--- config.mk ---
export PLATFORM = sky130hd
export DESIGN_NAME = uart_mmio_responder
export DESIGN_NICKNAME = d
export VERILOG_FILES = /design/src/rtl/uart_mmio_responder.sv
export SDC_FILE = /design/constraint.sdc
export NUM_CORES = 1
export LEC_CHECK = 0
export CORE_MARGIN = 2
export CORE_UTILIZATION = 58
export DETAILED_ROUTE_END_ITERATION = 16
export PLACE_DENSITY_LB_ADDON = 0.15
export SLEW_MARGIN = 20
export SYNTH_ARGS = -nofsm -noshare
export SYNTH_HDL_FRONTEND = slang
export SYNTH_SLANG_ARGS = --single-unit
--- constraint.sdc ---
create_clock -name clk -period 3.2 [get_ports clk]
set_input_delay 0.48 -clock clk [delete_from_list [all_inputs] [get_ports clk]]
set_output_delay 0.48 -clock clk [all_outputs]
set_load 0.005 [all_outputs]
--- src/rtl/uart_mmio_responder.sv ---
// rtl/uart_mmio_responder.sv - memory-mapped UART responder with TX/RX byte FIFOs
// Registers at 0x0 TXDATA, 0x4 RXDATA, 0x8 STATUS, 0xC CTRL; loads return one cycle later.
module uart_mmio_responder #(
  parameter int TX_DEPTH_LOG2 = 4,
  parameter int RX_DEPTH_LOG2 = 4
) (
  input  logic        clk,
  input  logic        rst_n,
  input  logic        sel,
  input  logic        wr_en,
  input  logic        rd_en,
  input  logic [3:0]  addr_ofs,
  input  logic [31:0] wr_data,
  output logic [31:0] rd_data,
  output logic        available_o,
  output logic        tx_valid,
  output logic [7:0]  tx_byte,
  input  logic        tx_ready,
  input  logic        rx_ready,
  input  logic [7:0]  rx_byte,
  output logic        rx_pop,
  output logic        irq
);

  localparam int TX_DEPTH = 1 << TX_DEPTH_LOG2;
  localparam int RX_DEPTH = 1 << RX_DEPTH_LOG2;
  localparam int TX_CW    = TX_DEPTH_LOG2 + 1;
  localparam int RX_CW    = RX_DEPTH_LOG2 + 1;

  typedef enum logic {RX_IDLE, RX_GUARD} rx_state_t;

  logic [7:0]               tx_mem [TX_DEPTH];
  logic [7:0]               rx_mem [RX_DEPTH];
  logic [TX_DEPTH_LOG2-1:0] tx_wr_ptr, tx_rd_ptr;
  logic [RX_DEPTH_LOG2-1:0] rx_wr_ptr, rx_rd_ptr;
  logic [TX_CW-1:0]         tx_count;
  logic [RX_CW-1:0]         rx_count;
  logic                     tx_ovf, rx_unf, rx_irq_en;
  rx_state_t                rx_state;
  logic [31:0]              rd_next;
  logic                     unused_wr_bits;

  logic wr_q, rd_q, ctrl_wr, tx_flush, rx_flush, clr_sticky;
  logic tx_full, tx_push_req, tx_do_push, tx_do_pop, tx_ovf_set;
  logic rx_full, rx_empty, rx_rd, rx_do_pop, rx_do_push, rx_unf_set;

  assign wr_q        = sel & wr_en;
  assign rd_q        = sel & rd_en;
  assign ctrl_wr     = wr_q && (addr_ofs == 4'hC);
  assign tx_flush    = ctrl_wr & wr_data[0];
  assign rx_flush    = ctrl_wr & wr_data[1];
  assign clr_sticky  = ctrl_wr & wr_data[2];
  assign unused_wr_bits = ^wr_data[31:8];

  assign tx_full     = (tx_count == TX_CW'(TX_DEPTH));
  assign tx_push_req = wr_q && (addr_ofs == 4'h0);
  assign tx_do_push  = tx_push_req & ~tx_full & ~tx_flush;
  assign tx_ovf_set  = tx_push_req & tx_full & ~tx_flush;
  assign tx_valid    = (tx_count != '0);
  assign tx_byte     = tx_mem[tx_rd_ptr];
  assign tx_do_pop   = tx_valid & tx_ready;

  assign rx_full     = (rx_count == RX_CW'(RX_DEPTH));
  assign rx_empty    = (rx_count == '0);
  assign rx_rd       = rd_q && (addr_ofs == 4'h4);
  assign rx_do_pop   = rx_rd & ~rx_empty;
  assign rx_unf_set  = rx_rd & rx_empty;
  // Push decision uses pre-edge fullness, so a same-cycle CPU pop does not open a slot early.
  assign rx_do_push  = (rx_state == RX_IDLE) & rx_ready & ~rx_full & ~rx_flush;

  assign available_o = 1'b1;
  assign irq         = rx_irq_en & ~rx_empty;

  always_ff @(posedge clk) begin
    if (tx_do_push) tx_mem[tx_wr_ptr] <= wr_data[7:0];
    if (rx_do_push) rx_mem[rx_wr_ptr] <= rx_byte;
  end

  always_ff @(posedge clk or negedge rst_n) begin
    if (!rst_n) begin
      tx_wr_ptr <= '0;
      tx_rd_ptr <= '0;
      tx_count  <= '0;
    end else if (tx_flush) begin
      tx_wr_ptr <= '0;
      tx_rd_ptr <= '0;
      tx_count  <= '0;
    end else begin
      if (tx_do_push) tx_wr_ptr <= tx_wr_ptr + TX_DEPTH_LOG2'(1);
      if (tx_do_pop)  tx_rd_ptr <= tx_rd_ptr + TX_DEPTH_LOG2'(1);
      case ({tx_do_push, tx_do_pop})
        2'b10:   tx_count <= tx_count + TX_CW'(1);
        2'b01:   tx_count <= tx_count - TX_CW'(1);
        default: tx_count <= tx_count;
      endcase
    end
  end

  always_ff @(posedge clk or negedge rst_n) begin
    if (!rst_n) begin
      rx_wr_ptr <= '0;
      rx_rd_ptr <= '0;
      rx_count  <= '0;
    end else if (rx_flush) begin
      rx_wr_ptr <= '0;
      rx_rd_ptr <= '0;
      rx_count  <= '0;
    end else begin
      if (rx_do_push) rx_wr_ptr <= rx_wr_ptr + RX_DEPTH_LOG2'(1);
      if (rx_do_pop)  rx_rd_ptr <= rx_rd_ptr + RX_DEPTH_LOG2'(1);
      case ({rx_do_push, rx_do_pop})
        2'b10:   rx_count <= rx_count + RX_CW'(1);
        2'b01:   rx_count <= rx_count - RX_CW'(1);
        default: rx_count <= rx_count;
      endcase
    end
  end

  // GUARD gives uart_rx one cycle to drop rx_ready after the acknowledge.
  always_ff @(posedge clk or negedge rst_n) begin
    if (!rst_n) begin
      rx_state <= RX_IDLE;
      rx_pop   <= 1'b0;
    end else if (rx_flush) begin
      rx_state <= RX_IDLE;
      rx_pop   <= 1'b0;
    end else begin
      case (rx_state)
        RX_IDLE: begin
          rx_pop <= rx_do_push;
          if (rx_do_push) rx_state <= RX_GUARD;
        end
        default: begin
          rx_pop   <= 1'b0;
          rx_state <= RX_IDLE;
        end
      endcase
    end
  end

  always_comb begin
    rd_next = 32'h0;
    case (addr_ofs)
      4'h4: rd_next = rx_empty ? 32'h0 : {24'h0, rx_mem[rx_rd_ptr]};
      4'h8: rd_next = {8'h0, 8'(rx_count), 8'(tx_count), 3'b0, rx_unf, tx_ovf,
                       ~tx_valid, ~rx_empty, ~tx_full};
      4'hC: rd_next = {28'h0, rx_irq_en, 3'b0};
      default: rd_next = 32'h0;
    endcase
  end

  always_ff @(posedge clk or negedge rst_n) begin
    if (!rst_n) begin
      rd_data   <= 32'h0;
      tx_ovf    <= 1'b0;
      rx_unf    <= 1'b0;
      rx_irq_en <= 1'b0;
    end else begin
      if (rd_q) rd_data <= rd_next;
      if (ctrl_wr) rx_irq_en <= wr_data[3];
      tx_ovf <= (tx_ovf & ~clr_sticky) | tx_ovf_set;
      rx_unf <= (rx_unf & ~clr_sticky) | rx_unf_set;
    end
  end

endmodule

==> summary.txt <==
Critical path type: reg -> out
Syn avg cell area: 17.6 µm²
Core Region: 0.0212 mm²
Fmax: 320 MHz
CP peak stage delay: 0.51 ns
Outcome: finished clean
Die Y: 152 µm
I/O Buffers: 55
Vias in the first global route: 7033
GR Overflow Total: 0
1st-iter DRT viols: 668
Starting Density: 0.595
Worst slack, placed: -0.0550 ns
Gpl congestion: 0.889
Relative max-transition margin: 0.407
Post-synth cell types: 61
Vias: 6997
Synth area leader: edfxtp_1
Hold Violations, Final: 0
Static leakage: 0.00512 µW
First-pass GRT wire length: 41200 µm
Register area share after synthesis: 0.704
Simple-gate share of the synthesized area: 0.0569
CTS root buf: clkbuf_16
Tcrit/Tclk final: 0.975
CTS Buffer Depth: 3
Post-synth top area share: 0.609
Worst-Skew Late Latency: 0.57 ns
Layout area overhead: 17.8%
Number of iterations in the first detailed-routing pass: 5
Max cap viols: 0
Max rail drop VDD: 0.000549 V
Htree depth: 1
Fraction of registers with async set/reset: 0.158
Fin nets: 881
Synth Register Bits: 304
Die area: 0.0230 mm²
CTS Buf Count: 30
Crit path max fanout: 14
Synth Warn #: 0
DR WL/cell: 24.4 µm
# DRC: 0
Crit end category: output pin
Row count: 53
Crit path DAT: 2.64 ns
Pwr Total: 11700 µW
Worst-Margin Slew: 0.886 ns
Antenna diodes: 0
Clock transition at path regs: 0.07 ns
Top cells by area, synth: edfxtp_1 (61%), mux4_2 (12%), dfrtp_1 (9.5%)
Multi-input combinational cell area: 0.00344 mm²
Mapped Cells: 717
Worst min path class: in -> async
Crit path launch type: flop
Final worst setup slack: 0.0784 ns
Initial antenna violation count: 0
Slowest stage cell on the critical path: mux4_2
Synth Area in Adders: 0.0139
Chip width: 152 µm
Final Skew: 0.0196 ns
Clock sinks: 304
Bufs and invs on worst path: 4
Cell Pwr Density: 785 mW/mm²
Vias per cell: 6.28
Drt total wl: 27200 µm
CP required: 2.72 ns
IO Count: 95
Min cycle time layout: 3.12 ns
Most frequent cell after synthesis: edfxtp_1
Largest family of logic cells by synthesized area: multiplexers
TritonCTS clock tree: built
Crit path max-delay family: multiplexers
Synth Area in Compound Gates: 0.0468
Multiplexer share of the synthesized area: 0.137
Unrepaired setup endpoints after global routing: no
Post-synth top cells: edfxtp_1 (256), mux4_2 (70), dfrtp_1 (48)
Final-report max-slew violation count: 0
Final setup fails: 0
Fill cells: 1315
Synth Flop Type: edfxtp_1
Largest net degree at the start of global routing: 49
Cell Area, Synth: 0.0126 mm²
Worst-path cell chain: buf_4 > buf_16 > buf_4 > mux4_2 > mux4_2 > dlygate4sd2_1
Post-Synth XOR/XNOR Area: 0.0118
Antenna Nets Post-Route: 0
Detailed placer's ending HPWL: 17000 µm
Share of layout cells above drive strength 1: 0.218
Post-synth EDFFs: 256
Sequential cell area: 0.00889 mm²
All-Layer GR Usage: 0.244
-- cells by family after synthesis --
group	after synthesis
simple gates	141
mux	85
other cells	2
compound gates	77
buf+inv	77
xor+xnor	17
flops	304
fa+ha+maj	14
-- worst reg2reg max path, stage by stage (launching register included) --
cell and delay, ns:
dfrtp_1 0.45, or4_1 0.63, o21ai_1 0.20, nor2_1 0.11
xnor2_1 0.14, ha_1 0.23, a2111o_1 0.42, a311oi_1 0.34
mux2i_1 0.24, o22ai_1 0.10
-- where the power goes --
group | total, µW | switching, µW | internal, µW
logic | 2950 | 1380 | 1570
clock network | 3750 | 1500 | 2240
registers | 4970 | 400 | 4570
-- metrics by stage --
stage               area, µm²  TNS (ns)  instances  hold slack (ns)   util
finish                  14900         0       1115            0.480  0.701
global route            14900         0       1115            0.538  0.701
CTS                     14900         0       1113            0.158  0.700
detailed placement      13700   -0.0550       1046            0.493  0.644
global placement        13600  -0.00742       1046            0.480  0.643
floorplan               12700         0        730            0.184      -
-- timing repair --
action                                 CTS  global route
gates cloned                             2             0
setup buffers                            9             1
endpoints found under the hold margin    0            47
setup endpoints to repair                8             3
resized for setup                       10             0
hold buffers                             0             1
-- metal layers --
| layer | up-vias | GRT usage | part of all wire |
|---|---|---|---|
| met5 | - | 0 | 0 |
| met1 | 3639 | 0.371 | 0.43 |
| met2 | 296 | 0.385 | 0.48 |
| met3 | 35 | 0.0404 | 0.076 |
| li1 | 3027 | - | - |
| met4 | 0 | 0.0486 | 0.016 |
-- registers in the layout, indices dropped and copies added (netlist names), 4 cells and up --
signal and cells:
rx_rd_ptr 4, tx_count 5, tx_wr_ptr 4, tx_mem 128
rx_count 5, rx_mem 128, rx_wr_ptr 4, rd_data 18
tx_rd_ptr 4
-- area by class of cell --
cell class	instances	area share
timing repair buffer	110	0.0702
tap	275	0.0231
inverter	21	0.00530
multi-input combinational	349	0.231
sequential	304	0.598
clock buffer	35	0.0524
clock inverter	21	0.0201
-- final timing paths --
path / from / end / slack [ns] / depth (start not counted)
hold / removal: rst_n / rd_data[10] / 0.48 / 2
setup reg to reg: tx_count[1] / tx_count[4] / 0.20 / 9
max in group asynchronous: rst_n / rx_rd_ptr[0] / 2.24 / 2
min in group clk: tx_ovf / tx_ovf / 0.50 / 1
hold reg to reg: tx_ovf / tx_ovf / 0.50 / 1
setup / recovery: tx_rd_ptr[0] / tx_byte[0] / 0.08 / 6
-- placed cells by master, fill, tap and decap left out, drive strengths merged, types with 6 or more instances in the layout --
cell and count:
edfxtp 256, mux4 70, buf 55, dfrtp 48
clkdlybuf4s50 46, clkbuf 35, nor2 34, nand2 26
inv 20, nor3 17, and2 16, conb 15
a22o 14, mux2i 14, ha 14, nor4 12
clkinv 12, a21oi 10, xnor2 9, a31oi 9
xor2 8, nand3 8, dlygate4sd2 8, o21ai 8
a211oi 7, nand4 6, bufinv 6
Note: power is estimated with default switching activity, not from simulation.
